`src/rtl/lfsr_seed_serializer_if.sv`:
```
// Seed handshake bundle between the key/config register block and the seed serializer.
interface lfsr_seed_serializer_if #(
   parameter int unsigned SEED_W = 22
);
   logic [SEED_W-1:0] seed_data;
   logic              seed_valid;
   logic              seed_ready;

   modport master (output seed_data, output seed_valid, input seed_ready);
   modport slave  (input seed_data, input seed_valid, output seed_ready);
endinterface

```
`src/rtl/lfsr_seed_serializer.sv`:
```
// Serialises a parallel seed MSB-first into a serial-in LFSR as shift_bit/trigger
// strobes, optionally followed by zero-bit warm-up pulses.
module lfsr_seed_serializer #(
   parameter int unsigned SEED_W = 22,
   parameter int unsigned WARMUP = 0,
   parameter int unsigned GAP    = 1
) (
   input  logic                  clk,
   input  logic                  reset_n,
   lfsr_seed_serializer_if.slave seed,
   input  logic                  abort,
   output logic                  shift_bit,
   output logic                  trigger,
   output logic                  busy,
   output logic                  done
);

   localparam int unsigned N_PULSE = SEED_W + WARMUP;
   localparam int unsigned CNT_W   = $clog2(N_PULSE + 1);
   localparam int unsigned GAP_W   = 4;

   typedef enum logic [2:0] {
      ST_IDLE,
      ST_SETUP,
      ST_PULSE,
      ST_GAP,
      ST_DONE
   } state_t;

   state_t            state, state_d;
   logic [SEED_W-1:0] sreg, sreg_d;
   logic [CNT_W-1:0]  bit_cnt, bit_cnt_d;
   logic [GAP_W-1:0]  gap_cnt, gap_cnt_d;
   logic              shift_d, trig_d, busy_d, done_d, ready_d;
   logic              ready_q;
   logic              accept;

   assign seed.seed_ready = ready_q;

   // State, shift register, counters and all outputs are flops.
   always_ff @(posedge clk or negedge reset_n) begin
      if (!reset_n) begin
         state     <= ST_IDLE;
         sreg      <= '0;
         bit_cnt   <= '0;
         gap_cnt   <= '0;
         shift_bit <= 1'b0;
         trigger   <= 1'b0;
         busy      <= 1'b0;
         done      <= 1'b0;
         ready_q   <= 1'b0;
      end else begin
         state     <= state_d;
         sreg      <= sreg_d;
         bit_cnt   <= bit_cnt_d;
         gap_cnt   <= gap_cnt_d;
         shift_bit <= shift_d;
         trigger   <= trig_d;
         busy      <= busy_d;
         done      <= done_d;
         ready_q   <= ready_d;
      end
   end

   // Outputs follow the current state one cycle later, so the data bit is set up
   // a full cycle before the strobe rises and held through it.
   always_comb begin
      state_d   = state;
      sreg_d    = sreg;
      bit_cnt_d = bit_cnt;
      gap_cnt_d = gap_cnt;
      shift_d   = shift_bit;
      trig_d    = 1'b0;
      done_d    = 1'b0;
      accept    = 1'b0;

      if ((state != ST_IDLE) && abort) begin
         state_d   = ST_IDLE;
         sreg_d    = '0;
         bit_cnt_d = '0;
         gap_cnt_d = '0;
         shift_d   = 1'b0;
      end else begin
         unique case (state)
            ST_IDLE: begin
               shift_d = 1'b0;
               if (seed.seed_valid && ready_q && !abort) begin
                  accept    = 1'b1;
                  state_d   = ST_SETUP;
                  sreg_d    = seed.seed_data;
                  bit_cnt_d = '0;
                  gap_cnt_d = '0;
               end
            end
            ST_SETUP: begin
               state_d = ST_PULSE;
               shift_d = sreg[SEED_W-1];
            end
            ST_PULSE: begin
               trig_d    = 1'b1;
               // Zeros shifted in at the bottom become the warm-up bits.
               sreg_d    = {sreg[SEED_W-2:0], 1'b0};
               bit_cnt_d = bit_cnt + CNT_W'(1);
               gap_cnt_d = '0;
               if (GAP != 0)
                  state_d = ST_GAP;
               else if (bit_cnt == CNT_W'(N_PULSE - 1))
                  state_d = ST_DONE;
               else
                  state_d = ST_SETUP;
            end
            ST_GAP: begin
               if (gap_cnt == GAP_W'(GAP - 1))
                  state_d = (bit_cnt == CNT_W'(N_PULSE)) ? ST_DONE : ST_SETUP;
               else
                  gap_cnt_d = gap_cnt + GAP_W'(1);
            end
            ST_DONE: begin
               state_d = ST_IDLE;
               shift_d = 1'b0;
               done_d  = 1'b1;
            end
            default: state_d = ST_IDLE;
         endcase
      end

      // Ready comes back one cycle after the machine returns to IDLE, i.e. after done.
      ready_d = (state == ST_IDLE) && !accept;
      busy_d  = !ready_d;
   end

endmodule

```
`src/flat_wrapper.sv`:
```
// flat-port wrapper written by rule: the top's interface ports become plain ports
module lfsr_seed_serializer_flat 
#(
   parameter int unsigned SEED_W = 22,
   parameter int unsigned WARMUP = 0,
   parameter int unsigned GAP    = 1
)
  (clk, reset_n, abort, shift_bit, trigger, busy, done, seed_seed_data, seed_seed_valid, seed_seed_ready);
  lfsr_seed_serializer_if #(.SEED_W(SEED_W)) seed_i ();
  input  logic clk;
  input  logic reset_n;
  input  logic abort;
  output logic shift_bit;
  output logic trigger;
  output logic busy;
  output logic done;
  input wire logic [$bits(seed_i.seed_data)-1:0] seed_seed_data;
  input wire logic [$bits(seed_i.seed_valid)-1:0] seed_seed_valid;
  output wire logic [$bits(seed_i.seed_ready)-1:0] seed_seed_ready;
  assign seed_i.seed_data = seed_seed_data;
  assign seed_i.seed_valid = seed_seed_valid;
  assign seed_seed_ready = seed_i.seed_ready;
  lfsr_seed_serializer #(.SEED_W(SEED_W), .WARMUP(WARMUP), .GAP(GAP)) u_core (.clk(clk), .reset_n(reset_n), .seed(seed_i), .abort(abort), .shift_bit(shift_bit), .trigger(trigger), .busy(busy), .done(done));
endmodule
```
`config.mk`:
```
export PLATFORM = sky130hd
export DESIGN_NAME = lfsr_seed_serializer_flat
export DESIGN_NICKNAME = d
export VERILOG_FILES = /design/src/rtl/lfsr_seed_serializer_if.sv /design/src/rtl/lfsr_seed_serializer.sv /design/src/flat_wrapper.sv
export SDC_FILE = /design/constraint.sdc
export NUM_CORES = 1
export LEC_CHECK = 0
export ABC_CLOCK_PERIOD_IN_PS = 1500
export BUFFER_PORTS_ARGS = -buffer_cell sky130_fd_sc_hd__buf_4
export CORE_UTILIZATION = 50
export DETAILED_ROUTE_END_ITERATION = 16
export PLACE_DENSITY = 0.79
export RECOVER_POWER = 50
export SYNTH_ARGS = -nofsm -noshare
export SYNTH_HDL_FRONTEND = slang
export SYNTH_SLANG_ARGS = --single-unit
export TNS_END_PERCENT = 50
```
`constraint.sdc`:
```
create_clock -name clk -period 1.5 [get_ports clk]
set_input_delay 0.3 -clock clk [delete_from_list [all_inputs] [get_ports clk]]
set_output_delay 0.3 -clock clk [all_outputs]
set_load 0.02 [all_outputs]
```
==> flow_metrics.py <==
metrics = {
    "placement": {
        "portBuffers": 30,
        "globalplace.congestion": 0.827,
        "place_ws_ns": -0.0586,
        "dp_hpwl_um": 2510,
        "placedCellCount": 269,
    },
    "cts": {
        "clock-sinks": 39,
        "cts_tree": "built",
        "clock_latency_ns": 0.29,
        "htreeDepth": 2,
        "root_buffer": "clkbuf_8",
        "cts-buffers-inserted": 5,
        "clk_pin_slew_ns": 0.07,
        "clock_path_buffers": 2,
    },
    "floorplanning": {
        "dieArea_um2": 4080,
        "io_pins": 31,
        "die_h_um": 63.9,
        "core_area_um2": 3660,
        "fp.dieW_um": 63.9,
        "start_util": 0.523,
        "rows": 22,
    },
    "detailed_routing": {
        "wl_um": 4470,
        "vias_per_cell": 5.49,
        "drt_iter0_drc": 38,
        "vias": 1569,
        "firstDrtPassIters": 4,
        "ant_nets": 0,
        "wl_per_cell_um": 15.6,
        "drc": 0,
    },
    "pwr": {
        "seq_power_share": 0.435,
        "p_per_area_nw_per_um2": 1210,
        "p_comb_frac": 0.291,
        "p_leak_nw": 1.24,
        "p_clk_frac": 0.274,
        "ir_worst_vdd_mv": 0.615,
        "total_power_mw": 3.26,
        "switching_share": 0.302,
        "p_sw_mw": 0.987,
        "internal-power_mw": 2.28,
    },
    "final_layout": {
        "diodes": 0,
        "fin_nets": 267,
        "final_util": 0.736,
        "flow.area_growth_from_synthesis_pct": 40.8,
        "fin_cells": 286,
        "drive_gt1_frac": 0.412,
    },
    "yosys": {
        "ys_ff_latch": 39,
        "synthTopCellsByArea": "dfrtp_1 (51%), mux2i_1 (11%), o21ai_1 (6.0%)",
        "avgSynthCellArea_um2": 10.5,
        "ys.flop_type": "dfrtp_1",
        "ys_seq_area_frac": 0.510,
        "synth_nets": 213,
        "yosys_warnings": 0,
        "synthArstFlopShare": 1.00,
        "ys_types": 41,
        "synth_edf_count": 0,
        "yosys.area.top_type": "dfrtp_1",
        "synth_top_area_share": 0.510,
        "synth_area_um2": 1910,
        "netlist_instances": 183,
    },
    "worst_hold_path": {
        "min_to": "u_core.shift_bit$_DFFE_PN0P_",
        "hp-class": "input pin to flop",
        "worstHoldStart": "abort",
        "hold_depth": 2,
    },
    "global_routing": {
        "first_global_vias": 1476,
        "antenna_found_initial": 0,
        "grt_usage": 0.216,
        "overflow": 0,
        "grt_max_degree": 40,
        "grt_pass1_wl_um": 6630,
    },
    "timing": {
        "final-setup-viol-count": 22,
        "slew_headroom": 0.369,
        "period_minus_slack_ns": 1.59,
        "period_share": 1.06,
        "drv_slew": 0,
        "max_freq_mhz": 629,
        "skew_ns": 0.00360,
        "tightest_slew_ns": 0.946,
        "rsz0062_at_grt": "true",
        "finalHoldViolations": 0,
        "fin_ws_ns": -0.0901,
    },
    "worst_setup_path": {
        "reg2reg_depth": 5,
        "reg2reg_slack_ns": -0.09,
        "worstPathArrival_ns": 1.76,
        "worstSetupPathType": "flop to flop",
        "worstPathRequired_ns": 1.67,
        "cp-end-kind": "flop",
        "r2r_end": "u_core.sreg[20]$_DFFE_PN0P_",
        "cp-start-kind": "flop",
        "r2r-start": "u_core.state[2]$_DFFE_PN0P_",
        "critPathMaxFanout": 5,
    },
    "outcome": {
        "violations": "setup timing",
        "outcome": "finished with violations",
    },
    "flow_run": {
        "maxCapViolCount": 0,
    },
}
==> kinds of logic (layout without fill, tap and decap cells) <==
| family | Yosys count | in the layout | synth area share |
|---|---|---|---|
| mux | 22 | 22 | 0.116 |
| fa+ha+maj | 4 | 4 | 0.0262 |
| xor+xnor | 3 | 3 | 0.0137 |
| simple gates | 55 | 55 | 0.147 |
| compound gates | 42 | 42 | 0.135 |
| flops | 39 | 39 | 0.510 |
| buf+inv | 18 | 73 | 0.0523 |
==> state kept, by name, summed over array words and instances, names as in the netlist <==
register                cells
u_core.bit_cnt              5
u_core.busy                 1
u_core.done                 1
u_core.gap_cnt              4
u_core.seed.seed_ready      1
u_core.shift_bit            1
u_core.sreg                22
u_core.state                3
u_core.trigger              1
==> layout by cell type (no fill, tap or decap), types with 2 or more instances in the layout <==
master	count
buf_4	46
dfrtp_1	38
nand2_1	27
mux2i_1	14
o21ai_2	14
o21ai_1	11
inv_1	6
nor2_1	6
clkbuf_8	6
o21ai_0	5
mux2i_4	5
nand3_1	4
inv_2	3
xor2_1	3
ha_1	3
clkbuf_16	3
or3_4	2
a21oi_1	2
mux2i_2	2
a22o_1	2
nor3b_1	2
buf_12	2
buf_8	2
==> power by group through the flow <==
stage | logic [mW] | clock network (mW) | registers, mW
2_1_floorplan | 0.469 | 0 | 1.39
3_3_place_gp | 0.699 | 0 | 1.39
3_5_place_dp | 0.716 | 0 | 1.41
4_1_cts | 0.744 | 0.912 | 1.38
5_1_grt | 1.03 | 0.970 | 1.44
6_report | 0.950 | 0.893 | 1.42
==> worst max-delay path, cell delays in order, from the launching register on <==
cell and delay (ns):
dfrtp_1 0.41, or2_4 0.29, nor2_4 0.22, clkbuf_16 0.21
mux2i_1 0.25, o21ai_1 0.09
==> timing repair <==
| action | CTS | global route |
|---|---|---|
| gates resized for setup | 9 | 31 |
| setup buffers | 2 | 2 |
| endpoints found under the setup margin | 18 | 28 |
| cloned | 0 | 4 |
| hold buffers | 1 | 0 |
| pin swaps | 2 | 8 |
| endpoints found under the hold margin | 39 | 0 |
==> synth_stat cells, drive strengths merged, types with 2 or more instances <==
master / instances
a21oi: 3
a22o: 2
buf: 7
clkbuf: 2
dfrtp: 39
ha: 4
inv: 9
mux2i: 21
nand2: 27
nand3: 4
nor2: 7
nor3b: 2
o21ai: 30
or2: 2
or3: 3
xor2: 3
==> layout make-up <==
| cell class | instances | area [um2] |
|---|---|---|
| clock buffers | 6 | 82.6 |
| clock inverters | 2 | 35.0 |
| fillers | 283 | 967 |
| inverters | 9 | 33.8 |
| multi-input cells | 126 | 988 |
| flip-flops and latches | 39 | 977 |
| well taps | 48 | 60.1 |
| repair buffers | 56 | 517 |
==> per-layer routing <==
| layer | up-vias | GRT usage | share of wire |
|---|---|---|---|
| met5 | - | 0 | 0 |
| met4 | 0 | 0.0852 | 0.027 |
| met3 | 13 | 0.0554 | 0.034 |
| met2 | 29 | 0.354 | 0.52 |
| met1 | 782 | 0.271 | 0.42 |
| li1 | 745 | - | - |
==> worst max-delay path by stage <==
| stage | from | slack (ns) | cells after the start | to |
|---|---|---|---|---|
| 4_1_cts | u_core.gap_cnt[1]$_DFFE_PN0P_ | -0.02 | 6 | u_core.gap_cnt[2]$_DFFE_PN0P_ |
| 3_5_place_dp | u_core.gap_cnt[0]$_DFFE_PN0P_ | -0.06 | 6 | u_core.gap_cnt[2]$_DFFE_PN0P_ |
| 5_1_grt | u_core.state[2]$_DFFE_PN0P_ | -0.13 | 5 | u_core.sreg[1]$_DFFE_PN0P_ |
| 2_1_floorplan | u_core.gap_cnt[0]$_DFFE_PN0P_ | -0.02 | 6 | u_core.gap_cnt[2]$_DFFE_PN0P_ |
| 3_3_place_gp | u_core.gap_cnt[0]$_DFFE_PN0P_ | -0.03 | 6 | u_core.gap_cnt[2]$_DFFE_PN0P_ |
| 6_report | u_core.state[2]$_DFFE_PN0P_ | -0.09 | 5 | u_core.sreg[20]$_DFFE_PN0P_ |
==> metrics by stage <==
stage                     hold slack, ns  setup TNS (ns)  cell area, um2
after floorplan                  0.00441         -0.0309            1920
after global placement             0.297         -0.0484            2290
after detailed placement           0.296          -0.286            2290
after CTS                          0.225         -0.0390            2460
after global routing               0.230           -2.11            2690
final                              0.240          -0.637            2690
Note: power is estimated with default switching activity, not from simulation.
